`src/rtl/dot_product_scheduler.sv`:
```
// Schedules the shared dot-product engine over every classifier neuron.
// It streams row addresses, captures each score and tracks a signed argmax.
`timescale 1ns/1ps

module dot_product_scheduler #(
  parameter int NEURONS = 10,
  parameter int ROWS    = 28,
  parameter int VAL_W   = 26,
  parameter int TIMEOUT = 512
) (
  input  logic             clk,
  input  logic             GlobalReset,
  input  logic             start,
  output logic             busy,
  output logic             done,
  output logic             error,
  output logic [3:0]       neuron_idx,
  output logic             eng_start,
  output logic             row_valid,
  output logic [4:0]       row_addr,
  input  logic             eng_done,
  input  logic [VAL_W-1:0] eng_value,
  output logic             res_we,
  output logic [3:0]       res_addr,
  output logic [VAL_W-1:0] res_data,
  output logic [3:0]       class_idx,
  output logic [VAL_W-1:0] class_score
);

  localparam int          CNT_W    = (TIMEOUT > 2) ? $clog2(TIMEOUT) : 1;
  localparam logic [3:0]  LAST_N   = 4'(NEURONS - 1);
  localparam logic [4:0]  LAST_ROW = 5'(ROWS - 1);
  localparam logic [CNT_W-1:0] LAST_WAIT = CNT_W'(TIMEOUT - 1);

  typedef enum logic [2:0] {
    S_IDLE,
    S_START,
    S_STREAM,
    S_WAIT,
    S_CAPTURE,
    S_FIN
  } state_t;

  state_t             state_q, state_d;
  logic [3:0]         neuron_q;
  logic [4:0]         row_q;
  logic [CNT_W-1:0]   wait_q;
  logic [VAL_W-1:0]   val_q;
  logic [3:0]         best_idx_q;
  logic [VAL_W-1:0]   best_val_q;
  logic               error_q;

  logic               accept;
  logic               timeout_hit;
  logic               take_best;

  assign accept      = (state_q == S_IDLE) && start;
  assign timeout_hit = (state_q == S_WAIT) && !eng_done && (wait_q == LAST_WAIT);
  // Neuron 0 seeds the argmax; later neurons must be strictly greater so ties keep the lower index.
  assign take_best   = (neuron_q == 4'd0) || ($signed(val_q) > $signed(best_val_q));

  // NOTE: every combinational output gets a default before the case, so no path leaves it unassigned and no latch is inferred.
  always_comb begin
    state_d   = state_q;
    busy      = 1'b0;
    done      = 1'b0;
    eng_start = 1'b0;
    row_valid = 1'b0;
    res_we    = 1'b0;
    unique case (state_q)
      S_IDLE: begin
        if (start) state_d = S_START;
      end
      S_START: begin
        busy      = 1'b1;
        eng_start = 1'b1;
        state_d   = S_STREAM;
      end
      S_STREAM: begin
        busy      = 1'b1;
        row_valid = 1'b1;
        if (row_q == LAST_ROW) state_d = S_WAIT;
      end
      S_WAIT: begin
        busy = 1'b1;
        if (eng_done)         state_d = S_CAPTURE;
        else if (timeout_hit) state_d = S_FIN;
      end
      S_CAPTURE: begin
        busy    = 1'b1;
        res_we  = 1'b1;
        state_d = (neuron_q == LAST_N) ? S_FIN : S_START;
      end
      S_FIN: begin
        done    = 1'b1;
        state_d = S_IDLE;
      end
      default: state_d = S_IDLE;
    endcase
  end

  // NOTE: sequential state uses non-blocking assignments so every register samples pre-edge values.
  always_ff @(posedge clk) begin
    if (GlobalReset) begin
      state_q <= S_IDLE;
    end else begin
      state_q <= state_d;
    end
  end

  // Row counter runs only while streaming; it stops at ROWS-1 because STREAM exits there.
  always_ff @(posedge clk) begin
    if (GlobalReset) begin
      row_q  <= '0;
      wait_q <= '0;
    end else begin
      if (state_q == S_START) begin
        row_q <= '0;
      end else if (state_q == S_STREAM && row_q != LAST_ROW) begin
        row_q <= row_q + 5'd1;
      end
      if (state_q == S_WAIT) begin
        wait_q <= wait_q + 1'b1;
      end else begin
        wait_q <= '0;
      end
    end
  end

  always_ff @(posedge clk) begin
    if (GlobalReset) begin
      neuron_q <= '0;
      val_q    <= '0;
    end else begin
      if (accept) begin
        neuron_q <= '0;
      end else if (state_q == S_CAPTURE && neuron_q != LAST_N) begin
        neuron_q <= neuron_q + 4'd1;
      end
      if (state_q == S_WAIT && eng_done) begin
        val_q <= eng_value;
      end
    end
  end

  // The argmax and error flag survive FIN and are cleared only by the next accepted start.
  always_ff @(posedge clk) begin
    if (GlobalReset) begin
      best_idx_q <= '0;
      best_val_q <= '0;
      error_q    <= 1'b0;
    end else begin
      if (accept) begin
        best_idx_q <= '0;
        best_val_q <= '0;
        error_q    <= 1'b0;
      end else begin
        if (state_q == S_CAPTURE && take_best) begin
          best_idx_q <= neuron_q;
          best_val_q <= val_q;
        end
        if (timeout_hit) begin
          error_q <= 1'b1;
        end
      end
    end
  end

  assign neuron_idx  = neuron_q;
  assign row_addr    = row_valid ? row_q : 5'd0;
  assign res_addr    = neuron_q;
  assign res_data    = val_q;
  assign class_idx   = best_idx_q;
  assign class_score = best_val_q;
  assign error       = error_q;

endmodule

```
`config.mk`:
```
export PLATFORM = sky130hd
export DESIGN_NAME = dot_product_scheduler
export DESIGN_NICKNAME = d
export VERILOG_FILES = /design/src/rtl/dot_product_scheduler.sv
export SDC_FILE = /design/constraint.sdc
export NUM_CORES = 1
export LEC_CHECK = 0
export BUFFER_PORTS_ARGS = -buffer_cell sky130_fd_sc_hd__buf_4
export CORE_MARGIN = 2
export CORE_UTILIZATION = 40
export DETAILED_ROUTE_END_ITERATION = 6
export SYNTH_ARGS = -nofsm -noshare
export SYNTH_HDL_FRONTEND = slang
export SYNTH_SLANG_ARGS = --single-unit
```
`constraint.sdc`:
```
create_clock -name clk -period 7.12 [get_ports clk]
set_input_delay 2.136 -clock clk [delete_from_list [all_inputs] [get_ports clk]]
set_output_delay 2.136 -clock clk [all_outputs]
set_load 0.005 [all_outputs]
```
==> results of run 1 <==
-- layout make-up --
cell class	count	area, sq um	area share
sequential	78	1560	0.325
inverter	34	128	0.0266
multi-input combinational	333	1970	0.409
clock buffer	13	159	0.0331
clock inverter	3	42.5	0.00885
timing repair buffer	105	788	0.164
tap	129	161	0.0336
-- report_power, final --
part	switching, W	total [W]	internal [W]
clock	0.000157	0.000338	0.000181
combinational	0.0000601	0.000110	0.0000494
sequential	0.0000124	0.000456	0.000444
total	0.000229	0.000903	0.000674
-- state kept, by name, summed over array words and instances, names as in the netlist --
| signal | cells |
|---|---|
| neuron_idx | 4 |
| state_q | 3 |
| row_q | 5 |
| wait_q | 9 |
| res_data | 26 |
| error | 1 |
| class_idx | 4 |
| class_score | 26 |
-- layer usage --
layer  vias to the layer above  routed length [um]  track usage
met5                         -                   0            0
met3                         6                 597       0.0573
met4                         0                  77       0.0457
met1                      1597                4410        0.237
li1                       1780                   -            -
met2                        82                4640        0.317
-- Yosys cell counts (all sizes together), types with 2 or more instances --
cell type,n,area share
clkbuf,19,0.019
nor4,2,0.0049
buf,14,0.026
a31oi,2,0.0033
nand2b,2,0.0033
a21oi,69,0.091
a211oi,4,0.010
xor2,8,0.018
mux2i,3,0.0079
inv,34,0.033
nand2,69,0.068
nor3,5,0.0079
and2,7,0.011
xnor2,4,0.0092
or3,2,0.0033
nor3b,2,0.0039
o21ai,35,0.046
dfxtp,78,0.41
ha,32,0.11
nor2,28,0.028
nand4,7,0.011
nand3,39,0.051
and3,3,0.0049
-- cell families after synthesis --
family,Yosys count
fa+ha+maj,32
simple gates,169
mux,4
buf+inv,67
xor+xnor,12
flops,78
compound gates,116
-- cells in the final DEF (no fill, tap or decap), types with 2 or more instances in the layout --
cell type	instances
sky130_fd_sc_hd__a211oi_1	2
sky130_fd_sc_hd__a211oi_2	2
sky130_fd_sc_hd__a21oi_1	69
sky130_fd_sc_hd__a31oi_1	2
sky130_fd_sc_hd__and2_1	7
sky130_fd_sc_hd__and3_1	3
sky130_fd_sc_hd__buf_4	105
sky130_fd_sc_hd__clkbuf_1	2
sky130_fd_sc_hd__clkbuf_8	11
sky130_fd_sc_hd__dfxtp_1	78
sky130_fd_sc_hd__ha_1	32
sky130_fd_sc_hd__inv_1	34
sky130_fd_sc_hd__mux2i_1	2
sky130_fd_sc_hd__nand2_1	69
sky130_fd_sc_hd__nand2b_1	2
sky130_fd_sc_hd__nand3_1	39
sky130_fd_sc_hd__nand4_1	7
sky130_fd_sc_hd__nor2_1	28
sky130_fd_sc_hd__nor3_1	4
sky130_fd_sc_hd__nor3b_1	2
sky130_fd_sc_hd__o21ai_0	7
sky130_fd_sc_hd__o21ai_1	28
sky130_fd_sc_hd__or3_1	2
sky130_fd_sc_hd__xnor2_1	4
sky130_fd_sc_hd__xor2_1	8
-- how the worst max path moves through the flow --
stage,startpoint,to,slack (ps),cells after the start
floorplan,state_q[0],row_addr[2],3760,3
CTS,state_q[1],row_addr[2],3130,3
global route,state_q[1],row_addr[2],2950,3
finish,state_q[1],row_addr[2],3110,3
global placement,state_q[1],row_addr[2],3610,3
detailed placement,state_q[1],row_addr[2],3530,3
-- through the flow --
| step | hold slack [ps] | cell area, sq um | util |
|---|---|---|---|
| finish | 461 | 4810 | 0.520 |
| global route | 488 | 4810 | 0.520 |
| CTS | 464 | 4810 | 0.520 |
| detailed placement | 448 | 4600 | 0.498 |
| global placement | 430 | 4600 | 0.498 |
| floorplan | 418 | 3810 | - |
==> results, run 1 <==
- The quantity of gates resized following cts is 0.
- The analysis attributes to cell leakage a power of 1.93 nW.
- The launching point of the worst reg2reg path is class_score[7].
- In this run the worst path has a maximum fanout of 10.
- The capture point of the worst reg-to-reg path is class_score[20].
- The initial detailed-routing violation count is 70.
- Among all stages on the critical path, the largest delay is contributed by sky130_fd_sc_hd__nor3b_1.
- Buffers inserted to repair hold after CTS numbered 0.
- Walking the worst path, the cells encountered are nor3b_1 > and2_1 > buf_4.
- The clock net in this run drives a total of 78 sinks.
- Counting flops and latches in the post-synthesis netlist gives 78.
- The die covers just over 10000 sq um.
- The die width is around 100 um.
- After detailed routing, the average wire length per cell comes to 14.0 um.
- The main flop type after synthesis is sky130_fd_sc_hd__dfxtp_1.
- The first-pass iteration count of the detailed router is 5.
- The fraction of synthesized area in multiplexers is 0.0118.
- The core region is around 9000 sq um.
- The total power is roughly 0.00090 W.
- The share of the Yosys chip area taken by registers is 0.410.
- The aggregate global-route resource usage is 0.189.
- In this run the tightest slew margin relative to its limit is 0.177.
- The HPWL after detailed placement is between 6000 and 7000 um.
- The residual antenna-violating net count after detailed routing is 0.
- Setup violations remaining at the end of the flow were counted as 0.
- The largest incremental delay on the critical path is about 630 ps.
- The mean number of vias per cell is approximately 5.0.
- The startpoint of the tightest hold check path is wait_q[0].
- The first global-routing pass estimated roughly 16000 um of wire.
- The congestion estimate from routability-driven global placement came to 0.875.
- STA classifies the critical path startpoint as a register.
- Max-cap violations in this run came to 0.
- STA classifies the critical path endpoint as an output pin.
- The number of rows created at floorplan is 35.
- The clock tree from TritonCTS is done.
- The final count of hold timing violations is 0.
- The final cell count without fillers is 695.
- The parity-gate share of the synthesized area counting xor and xnor cells is 0.0276.
- The actual slew at the worst max-slew pin is 1230 ps.
- The number of port buffers is 104.
- The worst setup margin is a little over 3000 ps.
- The complex-gate fraction of the synthesized area is 0.164.
- In this run, CTS created clock tree buffers numbering 9.
- The required time at the endpoint of the critical path is 4980 ps.
- The sum of buffers and inverters on the critical path is 1.
- The flow ran to the end, and the final reports show no timing, DRC or antenna violations.
- The setup slack after placement is 3530 ps.
- The number of distinct library cell variants in the gate-level netlist after synthesis is 39.
- The total congestion overflow is 0.
- The highest achievable clock rate is 249 MHz.
- The maximum level of the CTS H-tree is 3.
- Clock-pin slew was measured on the worst setup and hold paths at approximately 80 ps.
- The clock latency on the worst-skew pair is 340 ps.
- For the worst setup path, the data arrival time is about 1900 ps.
- For this design the top-level I/O count stands at around 110.
- In this run the worst hold path is classified as register to register.
- Synthesis produced a netlist with a net count of 540.
- The share of synthesized cell area in and, or, nand and nor gates is 0.203.
- For this configuration, the core starts out at a cell density of 0.413.
- The peak supply drop is between 0.0001 and 0.00015 V.
- The share of the clock period used by the worst path after layout is 0.563.
- Counting instances, the worst hold path has a depth of 1.
- Counting flops with a built-in enable in the synthesized netlist gives 0.
- The endpoint of the worst hold-timing path is wait_q[0].
- The floorplan step set the die height to 102 um.
- The total number of nets in the final design is 623.
- Entering global routing, the biggest net connects 36 pins.
- The critical path is of the register to output pin type.
- Yosys printed 0 warnings.
- The routed layout has ~3500 vias.
- The number of global-route vias before repair is between 3000 and 4000.
- For flop-to-flop paths, the worst setup slack is roughly 4000 ps.
- The cell area that synthesis handed to floorplanning was around 3800 sq um.
- For this run, asynchronously set or reset flops after synthesis account for 0.
- In the final timing run, aggregate negative setup slack is 0 ps.
- In this run the clock root is driven by a sky130_fd_sc_hd__clkbuf_8.
- The number of instances in the placed design is around 680.
- The deepest clock path buffer count is 2.
- The worst setup skew after layout is just over 10 ps.
- The count of fill cells added during filler insertion is approximately 900.
- The number of remaining DRC errors is 0.
- Dividing total power by cell area gives a power density of ~190 nW/um^2.
- After synthesis, the largest family of logic cells by area is simple AND/OR/NAND/NOR gates.
- The mean instance size in the synthesized netlist is roughly 8.0 sq um.
- In the final layout, the share of cells above drive strength 1 is 0.223.
- Compared with the post-synthesis result, the final layout area differs by 26.1%.
- Buffers added to address setup during post-CTS repair amount to 0.
- The initial antenna violation count was 0.
- The antenna cell count is 0.
- The post-route minimum period is around 4000 ps.
- The max-slew violation total from the final report was 0.
- Setup repair after global routing left no endpoint under its margin.
- Synthesis produced a netlist whose cell count is 478.
- The post-synthesis share of cell area spent on full adders, half adders and majority gates is 0.105.
- The final layout contains routed wiring with a total length of roughly 9700 um.
- The kind of cell adding the most delay to the critical path is simple AND/OR/NAND/NOR gates.
- The number of cells on the worst reg-to-reg path is 9.
Power figures use the tool's default switching activity.
==> run 2: changes to the inputs <==
--- a/config.mk
+++ b/config.mk
@@ -9,6 +9,7 @@
 export CORE_MARGIN = 2
 export CORE_UTILIZATION = 40
 export DETAILED_ROUTE_END_ITERATION = 6
+export PLACE_DENSITY = 0.66
 export SYNTH_ARGS = -nofsm -noshare
 export SYNTH_HDL_FRONTEND = slang
 export SYNTH_SLANG_ARGS = --single-unit
==> constraint.sdc (replaced) <==
create_clock -name clk -period 3.41 [get_ports clk]
set_input_delay 1.023 -clock clk [delete_from_list [all_inputs] [get_ports clk]]
set_output_delay 1.023 -clock clk [all_outputs]
set_load 0.005 [all_outputs]
==> results, run 2 (synthesis gave the netlist of run 1 again) <==
- The number of remaining DRC errors is 0 (unchanged).
- The class of the tightest hold or removal check is register to register (unchanged).
- The type of the worst setup path is register to output pin (unchanged).
- The aggregate routed wire length was 9350 um (was 9720 um).
- The sink count of the clock tree is 78 (unchanged).
- The fraction of final layout cells sized beyond drive strength 1 is 0.230 (was 0.223).
- The final count of hold timing violations is 0 (unchanged).
- The max-slew violation total from the final report is 0 (unchanged).
- The worst setup slack for register-to-register paths is 720 ps (was 3990 ps).
- The count of boundary I/O pins is 105 (unchanged).
- RSZ-0062 raised after global routing: no (unchanged).
- The clock slew seen by the registers of the worst setup and hold paths came to 70 ps (was 80 ps).
- The average wire length per cell after detail routing is 13.4 um (was 14.0 um).
- The number of CTS-inserted buffers came to 9 (unchanged).
- The setup violation total in the final timing report is 0 (unchanged).
- The total via count in the routed design is 3477 (was 3465).
- The largest incremental delay on the critical path was 650 ps (was 630 ps).
- The share of the clock period used by the worst path after layout is 0.854.
- The number of rows created at floorplan was 35 (unchanged).
- The final weighted congestion in routability-driven placement was 0.806 (was 0.875).
- The quantity of gates resized following cts came to 0 (unchanged).
- The startpoint of the tightest hold check path is wait_q[0] (unchanged).
- The wire length of the first global-routing pass is 15100 um (was 15600 um).
- The area of the die was 10300 sq um (unchanged).
- The actual slew at the worst max-slew pin is 765 ps (was 1230 ps).
- The number of buffers added to fix hold violations after cts came to 0 (unchanged).
- The total power per unit cell area is 396 nW/um^2 (was 188 nW/um^2).
- The required time at the endpoint of the critical path is 2390 ps (was 4980 ps).
- The maximum level of the CTS H-tree is 3 (unchanged).
- The maximum fanout count along the critical path is 10 (unchanged).
- The sequential group share of total power was 0.496 (was 0.505).
- The endpoint class of the critical path is an output pin (unchanged).
- The residual antenna-violating net count after detailed routing is 0 (unchanged).
- The kind of launch point of the worst setup path was a register (unchanged).
- The die span in y was 102 um (unchanged).
- The clock tree from TritonCTS is done (unchanged).
- The peak supply drop is 0.000227 V (was 0.000116 V).
- The number of global-route vias before repair is 3196 (was 3275).
- The antenna cell count is 0 (unchanged).
- The worst setup skew after layout is 5.56 ps (was 10.4 ps).
- The total number of nets in the final design came to 628 (was 623).
- The post-route minimum period is approximately 2900 ps.
- The switching part of the total is 0.242 (was 0.254).
- The synthesis-to-finish area growth is 27.3% (was 26.1%).
- The deepest clock path buffer count came to 2 (unchanged).
- CP Cell Sequence: nor3b_1 > and2_1 > buf_4 (unchanged).
- The most common library cell in the layout ignoring fill and taps is sky130_fd_sc_hd__buf_4 (unchanged).
- The number of cells on the worst reg-to-reg path is 10 (was 9).
- The initial detailed-routing violation count was 135 (was 70).
- The arrival time at the worst endpoint is 1890 ps (was 1870 ps).
- The HPWL reported at the end of detailed placement came to 6630 um (was 6710 um).
- The launching point of the worst reg2reg path is class_score[7] (unchanged).
- The starting density of the core was 0.413 (unchanged).
- The endpoint of the worst hold-timing path was wait_q[0] (unchanged).
- The power share of the combinational group is 0.118 (was 0.121).
- The clock latency on the worst-skew pair is 340 ps (about the same).
- The power dissipated by switching net loads is 0.000465 W (was 0.000229 W).
- The pin count of the biggest net entering global routing is 36 (unchanged).
- The placeable core region came to 9240 sq um (unchanged).
- The internal power summed over all cells is 0.00145 W (was 0.000674 W).
- The clock share of power is 0.386 (was 0.374).
- The cell depth of the worst min-delay path is 1 (unchanged).
- The die width was 102 um (unchanged).
- The highest achievable clock rate is around 340 MHz.
- The initial antenna violation count was 0 (unchanged).
- The post-CTS setup-driven buffer insertion count came to 0 (unchanged).
- The sum of negative setup slack was 0 ps (unchanged).
- The cell type of the slowest stage on the worst timing path is sky130_fd_sc_hd__nor3b_1 (unchanged).
- The total power came to 0.00192 W (was 0.000903 W).
- The mean number of vias per cell was 4.98 (was 4.99).
- The aggregate global-route resource usage came to 0.184 (was 0.189).
- The capture point of the worst reg-to-reg path is class_idx[3] (was class_score[20]).
- Most frequent cells in the layout: 110 x sky130_fd_sc_hd__buf_4, 78 x sky130_fd_sc_hd__dfxtp_1, 69 x sky130_fd_sc_hd__nand2_1, 69 x sky130_fd_sc_hd__a21oi_1, 39 x sky130_fd_sc_hd__nand3_1 (was 105 x sky130_fd_sc_hd__buf_4, 78 x sky130_fd_sc_hd__dfxtp_1, 69 x sky130_fd_sc_hd__nand2_1, 69 x sky130_fd_sc_hd__a21oi_1, 39 x sky130_fd_sc_hd__nand3_1).
- The remaining max-slew budget at the tightest pin is 0.490 (was 0.177).
- The leakage power of the design is 1.96 nW (was 1.93 nW).
- Result of the run: finished clean (unchanged).
- The number of port buffers is 104 (unchanged).
- The total congestion overflow is 0 (unchanged).
- The tightest hold margin is 446 ps (was 461 ps).
- The first-pass iteration count of the detailed router is 4 (was 5).
- The total of max-cap violations came to 0 (unchanged).
- The root buffer selected by CTS is sky130_fd_sc_hd__clkbuf_8 (unchanged).
-- run 2: changes by cell type in the layout (fill, tap and decap cells not counted), sizes merged --
cell / previous run / this run
buf: 105 / 110
clkbuf: 13 / 10
bufinv: 1 / 2
-- run 2: worst max-delay path, delay by kind of cell (launching register included) --
| family | cells | cell delay, ps |
|---|---|---|
| AND/OR/NAND/NOR | 2 | 920 |
| buffers and inverters | 1 | 120 |
| flip-flops | 1 | 510 |
-- run 2: worst max-delay path by stage --
| stage | startpoint | endpoint | slack, ps |
|---|---|---|---|
| after floorplan | class_score[7] | class_score[10] | 990 |
| after global placement | class_score[3] | class_score[4] | 800 |
| after detailed placement | class_score[5] | class_score[14] | 710 |
| after CTS | state_q[1] | row_addr[2] | 490 |
| after global routing | state_q[1] | row_addr[2] | 330 |
| final | state_q[1] | row_addr[2] | 500 |
-- run 2: stage by stage --
stage / instance area [sq um] / cells / utilization / worst slack (ps)
after floorplan: 3810 / 478 / - / 994
after global placement: 4640 / 684 / 0.502 / 801
after detailed placement: 4640 / 684 / 0.502 / 715
after CTS: 4850 / 698 / 0.525 / 489
after global routing: 4850 / 698 / 0.525 / 334
final: 4850 / 698 / 0.525 / 499
-- run 2: final cells by class --
| type | instances | area [sq um] |
|---|---|---|
| fill | 903 | 4390 |
| multi-input combinational | 333 | 1970 |
| sequential | 78 | 1560 |
| timing repair buffer | 110 | 826 |
| tap | 129 | 161 |
| clock buffer | 10 | 138 |
| inverter | 34 | 128 |
| clock inverter | 4 | 72.6 |
-- run 2: power groups by stage --
stage / sequential (W) / clock, W / combinational (W)
floorplan: 0.000958 / 0 / 0.000152
detailed placement: 0.000972 / 0 / 0.000229
finish: 0.000952 / 0.000741 / 0.000227
global placement: 0.000972 / 0 / 0.000225
global route: 0.000955 / 0.000807 / 0.000252
CTS: 0.000951 / 0.000765 / 0.000230
-- run 2: metal layers --
layer | part of all wire | track usage | up-vias
met1 | 0.45 | 0.232 | 1577
met2 | 0.47 | 0.305 | 97
met3 | 0.068 | 0.0628 | 8
met5 | 0 | 0 | -
met4 | 0.012 | 0.0405 | 0
li1 | - | - | 1795
==> run 3: changes to the inputs <==
--- a/config.mk
+++ b/config.mk
@@ -5,7 +5,8 @@
 export SDC_FILE = /design/constraint.sdc
 export NUM_CORES = 1
 export LEC_CHECK = 0
-export BUFFER_PORTS_ARGS = -buffer_cell sky130_fd_sc_hd__buf_4
+export ABC_AREA = 1
+export BUFFER_PORTS_ARGS = -buffer_cell sky130_fd_sc_hd__buf_2
 export CORE_MARGIN = 2
 export CORE_UTILIZATION = 40
 export DETAILED_ROUTE_END_ITERATION = 6
==> results, run 3 <==
- The initial antenna violation count was 0 (unchanged).
- The root buffer selected by CTS is sky130_fd_sc_hd__clkbuf_8 (unchanged).
- The largest incremental delay on the critical path is 460 ps (was 650 ps).
- The total congestion overflow came to 0 (unchanged).
- The number of rows created at floorplan came to 36 (was 35).
- The mean instance size in the synthesized netlist was 7.21 sq um (was 7.98 sq um).
- The number of global-route vias before repair is 3466 (was 3196).
- The quantity of gates resized following cts is 0 (unchanged).
- The class of the tightest hold or removal check is register to register (unchanged).
- The number of port buffers is 104 (unchanged).
- The flip-flop and latch area is 1560 sq um (unchanged).
- RSZ-0062 raised after global routing: no (unchanged).
- The final weighted congestion in routability-driven placement is 0.786 (was 0.806).
- The post-synthesis instance area is 4050 sq um (was 3810 sq um).
- Most frequent cells in the layout: 104 x sky130_fd_sc_hd__buf_2, 94 x sky130_fd_sc_hd__inv_1, 89 x sky130_fd_sc_hd__nand2_1, 78 x sky130_fd_sc_hd__dfxtp_1, 69 x sky130_fd_sc_hd__a21oi_1 (was 110 x sky130_fd_sc_hd__buf_4, 78 x sky130_fd_sc_hd__dfxtp_1, 69 x sky130_fd_sc_hd__nand2_1, 69 x sky130_fd_sc_hd__a21oi_1, 39 x sky130_fd_sc_hd__nand3_1).
- The count of boundary I/O pins was 105 (unchanged).
- The number of enable-type register cells in the synthesized netlist is 0 (unchanged).
- The mean number of vias per cell is 4.75 (was 4.98).
- The required time at the endpoint of the critical path was 2390 ps (about the same).
- The clock tree from TritonCTS is done (unchanged).
- The cell type of the slowest stage on the worst timing path is sky130_fd_sc_hd__dfxtp_1 (was sky130_fd_sc_hd__nor3b_1).
- The number of distinct library cell variants in the gate-level netlist after synthesis is 34 (was 39).
- The leakage power of the design was 2.25 nW (was 1.96 nW).
- The total via count in the routed design came to 3764 (was 3477).
- The arrival time at the worst endpoint is 1610 ps (was 1890 ps).
- The highest achievable clock rate was 380 MHz (was 344 MHz).
- List of most frequent post-synthesis cells: 94 x sky130_fd_sc_hd__inv_1, 89 x sky130_fd_sc_hd__nand2_1, 78 x sky130_fd_sc_hd__dfxtp_1 (was 78 x sky130_fd_sc_hd__dfxtp_1, 69 x sky130_fd_sc_hd__a21oi_1, 69 x sky130_fd_sc_hd__nand2_1).
- The number of remaining DRC errors is 0 (unchanged).
- The post-synthesis register bit count is 78 (unchanged).
- The fraction of post-synthesis cell area in the top cell type by area was 0.385 (was 0.410).
- The kind of launch point of the worst setup path is a register (unchanged).
- The main flop type after synthesis is sky130_fd_sc_hd__dfxtp_1 (unchanged).
- The aggregate global-route resource usage came to 0.178 (was 0.184).
- The initial detailed-routing violation count was 190 (was 135).
- The die width came to 105 um (was 102 um).
- The clock slew seen by the registers of the worst setup and hold paths is 80 ps (was 70 ps).
- The total number of nets in the final design was 716 (was 628).
- The maximum level of the CTS H-tree is 3 (unchanged).
- The clock latency on the worst-skew pair came to 360 ps (was 340 ps).
- The sum of negative setup slack is 0 ps (unchanged).
- The residual antenna-violating net count after detailed routing came to 0 (unchanged).
- The fraction of final layout cells sized beyond drive strength 1 is 0.208 (was 0.230).
- The placeable core region is 9820 sq um (was 9240 sq um).
- The pin count of the biggest net entering global routing is 61 (was 36).
- The average wire length per cell after detail routing came to 12.0 um (was 13.4 um).
- The HPWL reported at the end of detailed placement came to 6900 um (was 6630 um).
- The worst setup skew after layout was 6.05 ps (was 5.56 ps).
- The wire length of the first global-routing pass is 15900 um (was 15100 um).
- The number of instances in the placed design is 776 (was 684).
- The first-pass iteration count of the detailed router is 5 (was 4).
- The total power per unit cell area is 612 nW/um^2 (was 396 nW/um^2).
- The share of the clock period used by the worst path after layout came to 0.773 (was 0.854).
- The antenna cell count is 0 (unchanged).
- The setup violation total in the final timing report is 0 (unchanged).
- The synthesized netlist cell count was 562 (was 478).
- The most area-hungry cell type in the Yosys netlist is sky130_fd_sc_hd__dfxtp_1 (unchanged).
- The post-CTS setup-driven buffer insertion count is 0 (unchanged).
- The number of CTS-inserted buffers is 9 (unchanged).
- The type of the worst setup path was register to output pin (unchanged).
- The final count of hold timing violations is 0 (unchanged).
- The sink count of the clock tree is 78 (unchanged).
- The synthesis-to-finish area growth is 19.7% (was 27.3%).
- The aggregate routed wire length is 9520 um (was 9350 um).
- The number of buffers added to fix hold violations after cts is 0 (unchanged).
- The most frequently used cell type in the post-synthesis netlist is sky130_fd_sc_hd__inv_1 (was sky130_fd_sc_hd__dfxtp_1).
- The remaining max-slew budget at the tightest pin is 0.277 (was 0.490).
- The most common library cell in the layout ignoring fill and taps is sky130_fd_sc_hd__buf_2 (was sky130_fd_sc_hd__buf_4).
- The final cell count without fillers is 792 (was 698).
- The maximum fanout count along the critical path is 33 (was 10).
- The total power is 0.00297 W (was 0.00192 W).
- The proportion of synthesized flip-flops having asynchronous set or reset is 0 (unchanged).
- The share of the yosys chip area belonging to registers is 0.385 (was 0.410).
- The actual slew at the worst max-slew pin is 1080 ps (was 765 ps).
- The peak supply drop is 0.000272 V (was 0.000227 V).
- The count of fill cells added during filler insertion was 996 (was 903).
- The endpoint class of the critical path is an output pin (unchanged).
- The combined area of the multi-input logic cells is 1950 sq um (was 1970 sq um).
- The area of the die is 11000 sq um (was 10300 sq um).
- The post-synth net total was 624 (was 540).
- Result of the run: finished clean (unchanged).
- The post-route minimum period is 2630 ps (was 2910 ps).
- The number of warnings reported in the yosys synthesis log came to 0 (unchanged).
- The die span in y is 105 um (was 102 um).
- The max-slew violation total from the final report was 0 (unchanged).
- The deepest clock path buffer count is 2 (unchanged).
- Main area contributors after synthesis: sky130_fd_sc_hd__dfxtp_1 39%, sky130_fd_sc_hd__ha_1 9.9%, sky130_fd_sc_hd__inv_1 8.7% (was sky130_fd_sc_hd__dfxtp_1 41%, sky130_fd_sc_hd__ha_1 11%, sky130_fd_sc_hd__a21oi_1 9.1%).
- The starting density of the core was 0.413 (about the same).
- CP Cell Sequence: inv_1 > nor2_4 > buf_4 > buf_2 (was nor3b_1 > and2_1 > buf_4).
- The total of max-cap violations is 0 (unchanged).
==> run 3: cell count changes in the layout (fill, tap and decap cells not counted), moves of 3 or more <==
cell / delta
sky130_fd_sc_hd__and2_1: -7
sky130_fd_sc_hd__and3_1: -3
sky130_fd_sc_hd__buf_2: +104
sky130_fd_sc_hd__buf_4: -106
sky130_fd_sc_hd__inv_1: +60
sky130_fd_sc_hd__nand2_1: +20
sky130_fd_sc_hd__nor2_1: +32
sky130_fd_sc_hd__nor3_1: +5
sky130_fd_sc_hd__o21ai_0: +25
sky130_fd_sc_hd__o21ai_1: -27
sky130_fd_sc_hd__xnor2_1: -4
sky130_fd_sc_hd__xor2_1: -5
==> run 3: per-stage QoR <==
step | cell area [sq um] | utilization | hold slack, ps | setup WS [ps]
floorplan | 4050 | - | 418 | 1480
global placement | 4590 | 0.468 | 430 | 837
detailed placement | 4590 | 0.468 | 452 | 750
CTS | 4850 | 0.494 | 464 | 761
global route | 4850 | 0.494 | 487 | 660
finish | 4850 | 0.494 | 455 | 776
==> run 3: metal layers <==
layer / vias to the layer above / share of wire / global-route usage
met2: 94 / 0.48 / 0.299
met3: 7 / 0.055 / 0.0493
met1: 1680 / 0.45 / 0.219
li1: 1983 / - / -
met4: 0 / 0.011 / 0.0638
met5: - / 0 / 0
==> run 3: power by group <==
| part | total [W] | internal (W) | switching [W] |
|---|---|---|---|
| clock network | 0.000910 | 0.000561 | 0.000350 |
| registers | 0.00107 | 0.000997 | 0.0000756 |
| logic | 0.000985 | 0.000377 | 0.000608 |
==> run 3: path summary, 6_finish.rpt <==
check	from	to	slack, ps	cells past startpoint
setup / recovery	state_q[2]	res_we	780	4
setup reg to reg	class_score[9]	class_score[17]	1060	15
hold reg to reg	wait_q[0]	wait_q[0]	460	1
hold / removal	wait_q[0]	wait_q[0]	460	1
==> run 3: cell type report <==
| class | instances | area share |
|---|---|---|
| multi-input combinational | 361 | 0.402 |
| sequential | 78 | 0.322 |
| timing repair buffer | 108 | 0.113 |
| inverter | 96 | 0.0743 |
| tap | 133 | 0.0343 |
| clock inverter | 6 | 0.0276 |
| clock buffer | 10 | 0.0263 |
==> run 3: worst max-delay path: cells and delay by family, from the launching register on <==
kind / cells / cell delay, ps
buf+inv: 3 / 640
flops: 1 / 460
simple gates: 1 / 140
==> run 3: kinds of logic (layout without fill, tap and decap cells) <==
group	after synthesis	in the layout	synth area share
buffers and inverters	123	220	0.133
adders and majority gates	32	32	0.0988
and+or+nand+nor	217	217	0.237
DFF	78	78	0.385
xor gates and xnor gates	3	3	0.00648
AOI/OAI and AO/OA	109	109	0.140
